File: config.mk
export PLATFORM = sky130hd
export DESIGN_NAME = uart_tx_arbiter
export DESIGN_NICKNAME = d
export VERILOG_FILES = /design/src/rtl/uart_tx_arbiter.sv
export SDC_FILE = /design/constraint.sdc
export NUM_CORES = 1
export LEC_CHECK = 0
export CAP_MARGIN = 20
export CELL_PAD_IN_SITES_DETAIL_PLACEMENT = 1
export CELL_PAD_IN_SITES_GLOBAL_PLACEMENT = 1
export CORE_MARGIN = 2
export CORE_UTILIZATION = 42
export DETAILED_ROUTE_END_ITERATION = 6
export PLACE_DENSITY_LB_ADDON = 0.1
export SYNTH_ARGS = -nofsm -noshare
export SYNTH_HDL_FRONTEND = slang
export SYNTH_SLANG_ARGS = --single-unit
File: constraint.sdc
create_clock -name clk -period 4 [get_ports clk]
set_input_delay 1.2 -clock clk [delete_from_list [all_inputs] [get_ports clk]]
set_output_delay 1.2 -clock clk [all_outputs]
set_load 0.02 [all_outputs]
File: src/rtl/uart_tx_arbiter.sv
// uart_tx_arbiter: shares one 8N1 TXD pin between CPU and OCD byte sources, switching owner only between frames
module uart_tx_arbiter #(
    parameter int BAUD_PERIOD = 868
) (
    input  logic       clk,
    input  logic       reset_n,
    input  logic       sel_ocd1_cpu0,
    input  logic       cpu_tx_valid,
    input  logic [7:0] cpu_tx_data,
    output logic       cpu_tx_ready,
    input  logic       ocd_tx_valid,
    input  logic [7:0] ocd_tx_data,
    output logic       ocd_tx_ready,
    output logic       TXD,
    output logic       busy,
    output logic       grant_ocd
);
    localparam int CW = (BAUD_PERIOD > 1) ? $clog2(BAUD_PERIOD) : 1;
    localparam logic [CW-1:0] RELOAD = CW'(BAUD_PERIOD - 1);
    typedef enum logic [1:0] {IDLE, START, DATA, STOP} state_t;
    state_t state_q, state_d;
    logic [CW-1:0] cnt_q, cnt_d;
    logic [7:0] shreg_q, shreg_d;
    logic [2:0] idx_q, idx_d;
    logic txd_q, txd_d;
    logic grant_q, grant_d;
    logic idle, ocd_win, cpu_win, hs, tick;
    assign idle         = (state_q == IDLE) & reset_n;
    assign ocd_win      = ocd_tx_valid & (sel_ocd1_cpu0 | ~cpu_tx_valid);
    assign cpu_win      = cpu_tx_valid & ~ocd_win;
    assign ocd_tx_ready = idle & ocd_win;
    assign cpu_tx_ready = idle & cpu_win;
    assign hs           = ocd_tx_ready | cpu_tx_ready;
    assign tick         = (cnt_q == '0);
    assign TXD          = txd_q;
    assign busy         = (state_q != IDLE);
    assign grant_ocd    = grant_q;
    // next-state: accept a byte in IDLE, then step start/data/stop bits on each baud tick; TXD follows the next state
    always_comb begin
        state_d = state_q;
        cnt_d   = tick ? RELOAD : cnt_q - CW'(1);
        shreg_d = shreg_q;
        idx_d   = idx_q;
        grant_d = grant_q;
        case (state_q)
            IDLE: begin
                cnt_d = cnt_q;
                if (hs) begin
                    state_d = START;
                    cnt_d   = RELOAD;
                    shreg_d = ocd_win ? ocd_tx_data : cpu_tx_data;
                    grant_d = ocd_win;
                    idx_d   = '0;
                end
            end
            START: state_d = tick ? DATA : START;
            DATA: begin
                if (tick && idx_q == 3'd7) begin
                    state_d = STOP;
                end else if (tick) begin
                    shreg_d = shreg_q >> 1;
                    idx_d   = idx_q + 3'd1;
                end
            end
            STOP: state_d = tick ? IDLE : STOP;
            default: state_d = IDLE;
        endcase
        txd_d = (state_d == START) ? 1'b0 : (state_d == DATA) ? shreg_d[0] : 1'b1;
    end
    // state registers; reset forces the line idle immediately and drops any in-flight byte
    always_ff @(posedge clk or negedge reset_n) begin
        if (!reset_n) begin
            state_q <= IDLE;
            cnt_q   <= '0;
            shreg_q <= '0;
            idx_q   <= '0;
            txd_q   <= 1'b1;
            grant_q <= 1'b0;
        end else begin
            state_q <= state_d;
            cnt_q   <= cnt_d;
            shreg_q <= shreg_d;
            idx_q   <= idx_d;
            txd_q   <= txd_d;
            grant_q <= grant_d;
        end
    end
endmodule

==> impl_metrics.json, run 1 <==
{
  "r2r-start": "cnt_q[0]",
  "cts-buffers-inserted": 3,
  "rsz0062_at_grt": "no",
  "cts.htree.levels": 1,
  "reg2reg_depth": 6,
  "ys_seq_elements": 25,
  "die_y_um": 61.5,
  "drive_above_1_share_pct": 10.3,
  "maxSlewViolCount": 0,
  "drt_iter0_drc": 34,
  "path_buf_inv": 3,
  "ys_types": 42,
  "nets": 200,
  "routed_wl_mm": 3.47,
  "clock_latency_ps": 320,
  "p_leak_nw": 0.743,
  "period_needed_ps": 3930,
  "worstPathArrival_ps": 2730,
  "min_to": "idx_q[2]",
  "grt_pass1_vias": 1163,
  "route.detailed.wl_per_inst_um": 15.9,
  "num_vias": 1199,
  "syn_nets": 171,
  "yosys_warnings": 0,
  "cp_max_fo": 3,
  "worstSetupStartpointType": "input pin",
  "area_delta_synth_final_pct": 22.7,
  "finClkSkew_ps": 7.75,
  "viasPerCell": 5.47,
  "pin_count": 26,
  "place.gp.congestion": 0.763,
  "fmax_ghz": 0.254,
  "cts.sinks": 25,
  "netlist_instances": 147,
  "crit_type": "input pin to output port",
  "hold_viol_final": 0,
  "core_um2": 3100,
  "status": "complete, no violations",
  "hold_path.class": "flop to flop",
  "clkPwrFrac_pct": 15.3,
  "grt_max_degree": 27,
  "synth-edff-count": 0,
  "firstDrtPassIters": 4,
  "cts-root-buf": "clkbuf_4",
  "antenna_found_initial": 0,
  "path_clk_slew_ps": 130,
  "end_kind": "output port",
  "p_per_area_nw_per_um2": 442,
  "whs_path_depth": 2,
  "post-place-cells": 215,
  "cp_slowest_stage_delay_ps": 610,
  "crit_chain": "clkdlybuf4s50_1 -> inv_1 -> o21ai_1 -> nor2b_1 -> clkdlybuf4s50_1",
  "grt_pass1_wl_mm": 5.59,
  "avgSynthCellArea_um2": 9.43,
  "ant_nets": 0,
  "fin_tns_setup_ps": 0,
  "power.internal_uw": 483,
  "instances_no_fill": 219,
  "postCtsHoldBufs": 0,
  "cp_slowest_cell": "clkdlybuf4s50_1",
  "io_buffers": 25,
  "synth_flop_cell": "dfrtp_1",
  "drc": 0,
  "synthesis.area_um2": 1390,
  "cts_resized": 0,
  "combPwrFrac_pct": 33.1,
  "slew_headroom_pct": 33.0,
  "tightestPinTransition_ps": 996,
  "rrSetupSlack_ps": 1320,
  "cap_violations": 0,
  "antenna_cells": 0,
  "final.fill_count": 410,
  "placementRows": 20,
  "hp-start": "idx_q[2]",
  "ir_drop_mv": 0.234,
  "crit_top_cell": "clkdlybuf4s50_1",
  "die_area_um2": 3780,
  "cp_top_family": "buffers and inverters",
  "clock_path_buffers": 2,
  "die_w_um": 61.5,
  "async_flop_share_pct": 100,
  "setup_violations": 0,
  "worstPathRequired_ps": 2800,
  "detailed_place_hpwl_mm": 2.68,
  "overflow": 0,
  "seq_area_frac_synth_pct": 45.2,
  "min_period_over_period_pct": 98.3,
  "r2r-end": "shreg_q[4]",
  "cts_setup_buffers": 0,
  "power_switching_uw": 268,
  "grt_util_all_layers_pct": 20.1,
  "cts_tree": "built",
  "swShare_pct": 35.7,
  "start_util_pct": 44.7,
  "seqPwrFrac_pct": 51.6
}
==> cell type report <==
class | instances | area [µm²] | share of cell area, %
inverters | 6 | 22.5 | 1.32
clock buffers | 4 | 26.3 | 1.55
multi-input cells | 110 | 682 | 40.1
flip-flops and latches | 25 | 627 | 36.9
well taps | 44 | 55.1 | 3.24
repair buffers | 30 | 288 | 16.9
==> power groups by stage <==
stage / Clock, mW / Combinational [mW] / Sequential, mW
global route: 0.128 / 0.282 / 0.400
floorplan: 0 / 0.174 / 0.380
detailed placement: 0 / 0.250 / 0.393
finish: 0.115 / 0.249 / 0.388
global placement: 0 / 0.240 / 0.387
CTS: 0.118 / 0.252 / 0.387
==> worst max-delay path by stage <==
| stage | start | cells past startpoint | end | slack (ps) |
|---|---|---|---|---|
| after CTS | cpu_tx_valid | 5 | cpu_tx_ready | 50 |
| after floorplan | cpu_tx_valid | 3 | cpu_tx_ready | 750 |
| after detailed placement | cpu_tx_valid | 5 | cpu_tx_ready | 60 |
| after global placement | cpu_tx_valid | 5 | cpu_tx_ready | 120 |
| after global routing | cpu_tx_valid | 5 | cpu_tx_ready | 10 |
| final | cpu_tx_valid | 5 | cpu_tx_ready | 70 |
==> cell usage after synthesis (3+ instances only) <==
library cell / number / area, µm²
dfrtp_1: 24 / 601
nand2_1: 16 / 60.1
o21ai_0: 13 / 65.1
nand3_1: 12 / 60.1
nor2_1: 12 / 45.0
a21oi_1: 8 / 40.0
inv_1: 6 / 22.5
o221ai_1: 5 / 43.8
nor3_1: 4 / 20.0
a221o_1: 3 / 30.0
ha_1: 3 / 37.5
o31ai_1: 3 / 22.5
==> placed cells by master, fill, tap and decap left out, drive strengths merged, types with 3 or more instances in the layout <==
cell,count
dfrtp,24
buf,5
nor3,4
inv,6
a221o,3
ha,3
nor4,3
clkbuf,4
o21ai,15
nor2,13
nand3,12
o31ai,3
o221ai,5
nand2,16
a21oi,8
clkdlybuf4s50,25
==> cell families (layout without fill, tap and decap cells) <==
| kind of cell | count (synthesis) | after routing | synth area share, % |
|---|---|---|---|
| AND/OR/NAND/NOR | 62 | 62 | 24.5 |
| AO/OA/AOI/OAI | 42 | 42 | 19.9 |
| flip-flops | 25 | 25 | 45.2 |
| buffers and inverters | 12 | 40 | 5.60 |
| adder cells (fa/ha/maj) | 3 | 3 | 2.71 |
| multiplexers | 2 | 2 | 1.44 |
| XOR/XNOR | 1 | 1 | 0.632 |
==> sequential cells by signal, indices dropped and copies added, names as in the netlist <==
register and flops:
grant_ocd 1, TXD 1, state_q 2, cnt_q 10
shreg_q 8, idx_q 3
==> worst register-to-register path, cell delays in order, from the launching register on <==
cell and delay, ps:
dfrtp_1 440, inv_1 70, ha_1 230, or4b_1 680, nor4_1 830, nand2_1 220, nand3_1 140
==> metal layers <==
| layer | GRT usage [%] | wire length (µm) | vias up |
|---|---|---|---|
| li1 | - | - | 596 |
| met1 | 29.2 | 1720 | 579 |
| met2 | 31.5 | 1630 | 20 |
| met3 | 3.36 | 93 | 4 |
| met4 | 4.56 | 29 | 0 |
| met5 | 0 | 0 | - |
==> through the flow <==
stage / util [%] / power (mW) / hold slack (ps) / cell area [µm²] / setup WS (ps)
final: 54.8 / 0.751 / 496 / 1700 / 69.3
after global routing: 54.8 / 0.810 / 526 / 1700 / 9.66
after CTS: 54.8 / 0.758 / 500 / 1700 / 47.7
after detailed placement: 54.0 / 0.643 / 469 / 1670 / 63.3
after global placement: 54.0 / 0.627 / 459 / 1670 / 117
after floorplan: - / 0.555 / 445 / 1390 / 746
Power figures use the tool's default switching activity.
==> inputs of run 2 (changes only) <==
CAP_MARGIN = unset   (was 20)
CORE_UTILIZATION = 35   (was 42)
clock period = 3.6 ns   (was 4 ns; I/O delays follow)
==> impl_metrics.json, run 2 (synthesized netlist as in run 1, its figures left out) <==
{
  "design_area_um2": 1780,
  "grt_max_degree": 25,
  "die_area_um2": 4480,
  "hp-start": "cnt_q[8]",
  "crit_chain": "clkdlybuf4s50_1 -> inv_1 -> o21ai_1 -> buf_4 -> nor2_1 -> dlygate4sd2_1",
  "start_util_pct": 37.0,
  "tightestPinTransition_ps": 818,
  "path_clk_slew_ps": 90,
  "nets": 207,
  "cp_slowest_cell": "clkdlybuf4s50_1",
  "fin_util_pct": 47.4,
  "min_period_over_period_pct": 93.8,
  "num_vias": 1245,
  "crit_type": "input pin to output port",
  "ant_nets": 0,
  "cts.htree.levels": 1,
  "reg2reg_depth": 7,
  "route.detailed.wl_per_inst_um": 16.1,
  "cts_setup_buffers": 0,
  "antenna_found_initial": 0,
  "hold_viol_final": 0,
  "grt_pass1_vias": 1352,
  "path_buf_inv": 4,
  "placementRows": 22,
  "pin_count": 26,
  "die_y_um": 66.9,
  "status": "complete, no violations",
  "slew_headroom_pct": 45.0,
  "crit_cells": 6,
  "post-place-cells": 226,
  "min_to": "cnt_q[8]",
  "rrSetupSlack_ps": 1010,
  "maxSlewViolCount": 0,
  "place.gp.congestion": 0.761,
  "postCtsHoldBufs": 0,
  "grt_util_all_layers_pct": 19.1,
  "largest_reg_flops": 10,
  "drt_iter0_drc": 72,
  "period_needed_ps": 3380,
  "die_w_um": 66.9,
  "post-place-ws_ps": -74.0,
  "p_leak_nw": 0.795,
  "fin_tns_setup_ps": 0,
  "cts_resized": 2,
  "finClkSkew_ps": 3.84,
  "worstSetupStartpointType": "input pin",
  "routed_wl_mm": 3.70,
  "cts-root-buf": "clkbuf_8",
  "r2r-start": "cnt_q[0]",
  "worstPathRequired_ps": 2520,
  "antenna_cells": 0,
  "ir_drop_mv": 0.216,
  "detailed_place_hpwl_mm": 2.91,
  "whs_path_depth": 1,
  "drc": 0,
  "clock_latency_ps": 270,
  "hold_path.class": "flop to flop",
  "r2r-end": "TXD",
  "cts_tree": "built",
  "worstPathArrival_ps": 2300,
  "cp_max_fo": 2,
  "rsz0062_at_grt": "no",
  "cp_slowest_stage_delay_ps": 420,
  "cap_violations": 0,
  "grt_pass1_wl_mm": 6.47,
  "drive_above_1_share_pct": 14.3,
  "final_cell_mix": "dfrtp_1 (24), clkdlybuf4s50_1 (23), nand2_1 (16)",
  "fin_hold_ws_ps": 482,
  "overflow": 0,
  "firstDrtPassIters": 3,
  "place_area_um2": 1730,
  "end_kind": "output port",
  "power_uw": 881,
  "fmax_ghz": 0.296,
  "p_per_area_nw_per_um2": 496,
  "mostFrequentLayoutCell": "dfrtp_1",
  "reg.largest.list": "cnt_q (10), shreg_q (8), idx_q (3)",
  "cts.sinks": 25,
  "instances_no_fill": 230,
  "cp_top_family": "buffers and inverters",
  "core_um2": 3740,
  "layout_setup_ws_ps": 225,
  "area_delta_synth_final_pct": 28.1,
  "viasPerCell": 5.41,
  "cts-buffers-inserted": 3,
  "clock_path_buffers": 2,
  "setup_violations": 0,
  "io_buffers": 25,
  "regMostFlops": "cnt_q"
}
[run 2: worst reg2reg max path: stages, from the launching register on]
cell and delay, ps:
dfrtp_1 430, inv_1 70, ha_1 230, or4b_1 680, or3_4 410, a221o_1 390, nand2b_4 150, o21a_1 170
[run 2: worst max-delay path by stage]
stage / to / startpoint / slack, ps
floorplan: cpu_tx_ready / cpu_tx_valid / 590
finish: ocd_tx_ready / cpu_tx_valid / 220
CTS: ocd_tx_ready / cpu_tx_valid / 200
global placement: cpu_tx_ready / reset_n / -40
global route: ocd_tx_ready / cpu_tx_valid / 140
detailed placement: ocd_tx_ready / cpu_tx_valid / -70
[run 2: routing by layer]
| metal | vias to the layer above | wire, µm | GRT usage (%) |
|---|---|---|---|
| li1 | 610 | - | - |
| met1 | 622 | 1800 | 26.0 |
| met2 | 11 | 1800 | 31.8 |
| met3 | 2 | 84 | 3.21 |
| met4 | 0 | 18 | 3.83 |
| met5 | - | 0 | 0 |
[run 2: power by group]
| group | leakage, nW | total, mW | switching [mW] | internal [mW] |
|---|---|---|---|---|
| Sequential | 0.303 | 0.429 | 0.0657 | 0.363 |
| Clock | 0.0255 | 0.167 | 0.0897 | 0.0773 |
| Combinational | 0.467 | 0.285 | 0.150 | 0.135 |
[run 2: area by class of cell]
class / count / area, µm²
fill: 464 / 1970
tap: 48 / 60.1
timing repair buffer: 37 / 338
multi-input combinational: 110 / 682
clock inverter: 1 / 5.00
sequential: 25 / 627
inverter: 6 / 22.5
clock buffer: 3 / 41.3
